==> config.mk <==
export PLATFORM = sky130hd
export DESIGN_NAME = my_ifetch_unit
export DESIGN_NICKNAME = d
export VERILOG_FILES = /design/src/rtl/my_ifetch_unit.sv
export SDC_FILE = /design/constraint.sdc
export NUM_CORES = 1
export LEC_CHECK = 0
export CAP_MARGIN = 10
export CORE_MARGIN = 2
export CORE_UTILIZATION = 51
export DETAILED_ROUTE_END_ITERATION = 10
export HOLD_SLACK_MARGIN = 0.02
export PLACE_DENSITY = 0.77
export SLEW_MARGIN = 15
export SYNTH_ARGS = -nofsm -noshare
export SYNTH_HDL_FRONTEND = slang
export SYNTH_SLANG_ARGS = --single-unit
export TNS_END_PERCENT = 1
==> constraint.sdc <==
create_clock -name CK -period 3.6 [get_ports CK]
set_clock_uncertainty 0.05 [all_clocks]
set_input_delay 0.36 -clock CK [delete_from_list [all_inputs] [get_ports CK]]
set_output_delay 0.36 -clock CK [all_outputs]
set_load 0.005 [all_outputs]
==> src/rtl/my_ifetch_unit.sv <==
`default_nettype none
// ============================================================================
//  Module   : my_ifetch_unit
//  Purpose  : Instruction fetch stage. Reads the byte-wide instruction memory
//             two bytes per instruction, assembles big-endian 16-bit words and
//             presents them to decode through a small queue with a
//             valid/ready handshake and control-flow redirect.
//  Revision : 1.0  initial release
// ============================================================================
module my_ifetch_unit #(
  parameter int          DEPTH    = 2,
  parameter logic [15:0] RESET_PC = 16'h0000
) (
  input  logic                     CK,
  input  logic                     RST,
  output logic [15:0]              MEM_ADDR,
  input  logic [7:0]               MEM_RDATA,
  output logic [15:0]              IR,
  output logic [15:0]              IR_PC,
  output logic                     IR_VALID,
  input  logic                     IR_READY,
  input  logic                     REDIRECT,
  input  logic [15:0]              REDIRECT_PC,
  output logic [$clog2(DEPTH):0]   Q_COUNT
);

  localparam int            AW   = $clog2(DEPTH);
  localparam int            CW   = AW + 1;
  localparam logic [CW-1:0] FULL = CW'(DEPTH);

  // HI: fetching the high byte at fpc; LO: fetching the low byte at fpc+1
  typedef enum logic {
    ST_HI = 1'b0,
    ST_LO = 1'b1
  } state_t;

  state_t         state;
  state_t         state_nxt;
  logic [15:0]    fpc;
  logic [7:0]     hb;
  logic [15:0]    q_word [DEPTH];
  logic [15:0]    q_pc   [DEPTH];
  logic [AW-1:0]  head;
  logic [AW-1:0]  tail;
  logic [CW-1:0]  count;

  logic           has_space;
  logic           do_fetch;
  logic           do_push;
  logic           do_pop;

  // Next-state and per-cycle action decode; the LO phase never stalls
  // because room was already reserved when the high byte was taken.
  always_comb begin
    state_nxt = state;
    has_space = (count < FULL);
    do_fetch  = 1'b0;
    do_push   = 1'b0;
    do_pop    = (count != '0) && IR_READY;
    case (state)
      ST_HI: begin
        if (has_space) begin
          do_fetch  = 1'b1;
          state_nxt = ST_LO;
        end
      end
      ST_LO: begin
        do_push   = 1'b1;
        state_nxt = ST_HI;
      end
      default: state_nxt = ST_HI;
    endcase
  end

  // Output drive: memory address follows the fetch phase, head entry is shown
  // only while the queue holds something.
  always_comb begin
    MEM_ADDR = (state == ST_LO) ? (fpc + 16'd1) : fpc;
    IR_VALID = (count != '0);
    IR       = IR_VALID ? q_word[head] : 16'h0000;
    IR_PC    = IR_VALID ? q_pc[head]   : 16'h0000;
    Q_COUNT  = count;
  end

  // FSM state register; reset and redirect both restart at the high byte.
  always_ff @(posedge CK) begin
    if (RST) begin
      state <= ST_HI;
    end else if (REDIRECT) begin
      state <= ST_HI;
    end else begin
      state <= state_nxt;
    end
  end

  // Fetch address, captured high byte and queue bookkeeping.
  always_ff @(posedge CK) begin
    if (RST) begin
      fpc   <= RESET_PC;
      hb    <= 8'h00;
      head  <= '0;
      tail  <= '0;
      count <= '0;
    end else if (REDIRECT) begin
      // A word completing this cycle is dropped along with the queue.
      fpc   <= REDIRECT_PC & 16'hFFFE;
      hb    <= 8'h00;
      head  <= '0;
      tail  <= '0;
      count <= '0;
    end else begin
      if (do_fetch) begin
        hb <= MEM_RDATA;
      end
      if (do_push) begin
        fpc  <= fpc + 16'd2;
        tail <= tail + AW'(1);
      end
      if (do_pop) begin
        head <= head + AW'(1);
      end
      case ({do_push, do_pop})
        2'b10:   count <= count + CW'(1);
        2'b01:   count <= count - CW'(1);
        default: count <= count;
      endcase
    end
  end

  // Queue storage; contents need no reset since count gates visibility.
  always_ff @(posedge CK) begin
    if (!RST && !REDIRECT && do_push) begin
      q_word[tail] <= {hb, MEM_RDATA};
      q_pc[tail]   <= fpc;
    end
  end

endmodule
`default_nettype wire

==> After elaboration in Yosys (flattened, before gate mapping) <==
Memory sizes are Yosys's and may differ from the RTL's. A register that Yosys moved wholly into a read port is not among the register bits.
Index checks and enable logic that the tools add are counted.
{ "word_totals": {"elab_cells": 44, "ff_bits": 29, "out_inout_bits": 51, "input_bits": 28, "memories": 2, "latchBits": 0, "mem_bits_ro": 0, "ram_bits": 64} }
{ "memory_table": {"columns": ["name", "depth", "width", "read_ports", "rd_clocked_by_memory_dff", "write_ports", "line_no", "source"], "rows": [
  ["q_pc", 2, 16, 1, 1, 1, "42", "logic [15:0] q_pc [DEPTH];"],
  ["q_word", 2, 16, 1, 1, 1, "41", "logic [15:0] q_word [DEPTH];"]
]} }
{ "classes": {"div_mod_pow": 0, "mul": 0, "n_lt_le_gt_ge": 1, "bitwise": 1, "n_shift": 0, "n_reduce_logical": 9, "eq_ne": 2, "addsub": 6, "mux": 16} }
{ "op_table": {"columns": ["op", "count"], "rows": [
  ["16-bit two-way mux", 5],
  ["16-bit by 1-bit adder with 16-bit output (second input constant)", 1],
  ["16-bit by 2-bit adder with 16-bit output (second input constant)", 1],
  ["1-bit two-way mux", 9],
  ["2-bit nonzero test", 3],
  ["2-bit one-hot mux with 2 select lines", 1],
  ["1-bit logical AND", 3],
  ["1-bit adder (second input constant)", 2],
  ["2-bit by 1-bit adder with 2-bit output (second input constant)", 1],
  ["2-bit by 1-bit == test with 1-bit output (second input constant)", 1],
  ["2-bit == test (second input constant)", 1],
  ["1-bit zero test", 2],
  ["2-bit < comparator (second input constant)", 1],
  ["1-bit one-hot mux with 2 select lines", 1],
  ["2-bit OR reduction", 1],
  ["2-bit by 1-bit subtractor with 2-bit output (second input constant)", 1],
  ["1-bit NOT", 1]
]} }

==> Depth between registers and ports, before layout <==
{ "depth": {"word_depth": 5, "ltp_mapped": 7, "mapped_depth_nobuf": 7} }

==> Least setup slack after synthesis <==
Ideal clock, no wire load.
{ "synth_timing": {"path_kind": "reg2reg", "startpoint": "reg state", "endpoint": "mem q_pc[0][10], enable pin", "period_less_slack_ps": 2766, "slack_ps": 834, "t_arrival_ps": 2297, "path_buffers": 2, "required_ps": 3131, "stages_incl_launch_ff": 5, "path_cell_list": "dfxtp_1 > buf_2 > clkbuf_1 > nand2_1 > nor2_1"} }
{ "synth_via": {"elab_chain_cells": 4} }
{ "synth_lines": {"columns": ["item", "line_no", "source"], "rows": [
  ["from (decl)", "37", "state_t state;"],
  ["from (signal assigned)", "92", "state <= state_nxt;"],
  ["1-bit two-way mux", "60", "case (state)"],
  ["1-bit logical AND", "132", "if (!RST && !REDIRECT && do_push) begin"],
  ["1-bit two-way mux", "132", null],
  ["1-bit two-way mux (not written as such)", "134", "q_pc[tail] <= fpc;"],
  ["to (decl)", "42", null]
]} }
Every way passes these cells.

==> qor.txt <==
Sequential share of power = 58.6%
Root buffer cell = clkbuf_8
CP max FO = 31
Clk buf depth = 2
Pwr per Cell Area = 416.9 nW/um2
Setup total negative slack = 0 ns
Layout Nets = 405
Die Ht = 90.31 um
Min-delay worst type = reg -> reg
Yosys top cell by area = edfxtp_1
Antenna violations before repair = 0
Total GRT Usage = 18.10%
Worst setup EP type = output port
Period utilization = 71.94%
Register bit total from synthesis = 91
CTS buffer count = 9
Synth Warn # = 0
Measured slew at the worst slew-check pin = 0.9735 ns
Clk pwr share = 33.3%
Part of the power in combinational logic = 8.1%
Post-CTS setup buffer count = 0
Switching pwr = 432.0 uW
Top post-synthesis cells by area = edfxtp_1 (49%), dfxtp_1 (15%), mux2i_1 (9.2%), nor2_1 (4.5%), a21oi_1 (2.8%)
Post-CTS sizing = 0
Number of global-route vias before repair = 2382
Layout Cells excl Fill = 479
Crit start category = flop
Synth-to-Final Area Change = 26.78%
Tmin final = 2.590 ns
CTS H-Tree Depth = 3
Number of hold violations in the final report = 0
First-pass GRT wire length = 11680 um
Post-synthesis cell count = 304
Wire length on met3 = 338 um
Number of clock sinks = 91
Initial drt markers = 134
Worst skew pair latency = 0.34 ns
RSZ-0062 raised after global routing = false
TritonCTS clock tree = built
Top Metal Used = met4
Routed len/inst = 15.04 um
# DRC = 0
1st-pass router iterations = 4
Ant. Diodes = 0
I/O pins = 79
Min Hold Slack = 0.4048 ns
Cell Rows = 31
Share of post-route cells with drive strength above 1 = 7.632%
Post-CTS Hold Fix Bufs = 0
Peak supply drop = 0.3188 mV
Largest net degree at the start of global routing = 32
Area of the core = 7214 um2
Run status = finished clean
Die Area = 8155 um2
Placer Congestion = 0.7154
Mapped Nets = 334
Post-Route WL = 7202 um
Fin area = 4816 um2
Global route total overflow = 0
Commonest non-fill, non-tap cell in the layout = clkdlybuf4s50_1
Synth top area share = 49.01%
CP Data Arrival Time = 2.18 ns
Placed inst area = 4621 um2
Placed cell count = 463
Fin util = 66.75%
WL met1 = 3267 um
Clk slew on worst S/H paths = 0.08 ns
Setup-failing EPs final = 0
Commonest non-fill, non-tap cells in the layout = clkdlybuf4s50_1 (76), edfxtp_1 (62), nor2_1 (44)
Fillers = 551
Average size of a mapped cell = 12.50 um2
Max Clk Rate = 0.3861 GHz
Sequential area share after synthesis = 64.30%
Port Buf Inserts = 76
CP required = 3.19 ns
Leak = 1.636 nW
WL met2 = 3516 um
Post-DP HPWL = 4804 um
Slew margin rel. = 35.10%
Worst setup path class = reg -> out
Post-route ant nets = 0
Via Count = 2469
Sw Ratio = 21.52%
Reg area = 2444 um2
Post-Syn Area = 3799 um2
Max_cap viols = 0
Vias per inst = 5.154
Internal cell power = 1.576 mW
Area of the multi-input gates = 1221 um2
Die W = 90.31 um
Initial Util = 52.65%
Max-slew violations = 0
Synth unique cells = 32
synthesized netlist by cell type (all sizes together):
| cell type | count |
|---|---|
| and2 | 1 |
| o21a | 7 |
| nor2 | 46 |
| clkbuf | 10 |
| nor3b | 2 |
| o22ai | 2 |
| nand4 | 4 |
| mux2i | 35 |
| a21oi | 21 |
| buf | 10 |
| nand2 | 14 |
| xnor2 | 10 |
| o21ai | 10 |
| xor2 | 7 |
| edfxtp | 62 |
| dfxtp | 29 |
| and3 | 1 |
| nor3 | 5 |
| or2 | 1 |
| nand3 | 5 |
| a21o | 1 |
| or3 | 2 |
| ha | 2 |
| nor4 | 5 |
| inv | 11 |
| conb | 1 |
stage by stage:
step / power, mW / setup WS (ns)
6_report: 2.008 / 1.010
5_1_grt: 2.075 / 0.8176
4_1_cts: 2.025 / 0.9028
3_5_place_dp: 1.364 / 1.165
3_3_place_gp: 1.357 / 1.202
2_1_floorplan: 1.264 / 0.8338
flip-flops by register name, summed over array words and instances (netlist names), named ones only:
signal / count
tail: 1
q_pc: 30
head: 1
state: 1
Q_COUNT: 2
fpc: 15
q_word: 32
hb: 8
worst max-delay path, stage by stage (launching register included):
cell and delay [ns]:
dfxtp_2 0.97, mux2i_1 0.19, nor2_1 0.13, clkdlybuf4s50_1 0.52
area by class of cell:
cell class,count,area share [%]
flip-flops and latches,91,50.74
multi-input cells,182,25.36
repair buffers,80,16.42
clock buffers,12,3.014
well taps,99,2.572
clock inverters,4,1.039
inverters,11,0.8574
power by group through the flow:
stage                     Clock (mW)  Combinational (mW)  Sequential [mW]
final                          0.669               0.162             1.18
after global routing           0.716               0.177             1.18
after CTS                      0.684               0.165             1.18
after detailed placement           0               0.164             1.20
after global placement             0               0.160             1.20
after floorplan                    0              0.0784             1.19
final timing paths:
path	from	endpoint	slack, ns	depth (start not counted)
max	flop	IR_PC[6]	1.01	3
min	hb[2]	q_word[1][10]	0.40	0
max reg2reg	state	q_pc[0][6]	1.50	3
min reg2reg	hb[2]	q_word[1][10]	0.40	0
kinds of logic after synthesis:
kind of cell,share of synthesized area (%)
other,0.09872
and+or+nand+nor,12.12
muxes,9.223
buffers and inverters,3.689
adders and majority gates,0.6587
xor gates and xnor gates,3.920
AOI/OAI and AO/OA,5.995
DFF,64.30
routing by layer:
| layer | vias up | track usage, % |
|---|---|---|
| met3 | 6 | 3.673 |
| met2 | 73 | 30.58 |
| li1 | 1212 | - |
| met5 | - | 0 |
| met4 | 0 | 5.641 |
| met1 | 1178 | 23.68 |
Note: power is estimated with default switching activity, not from simulation.
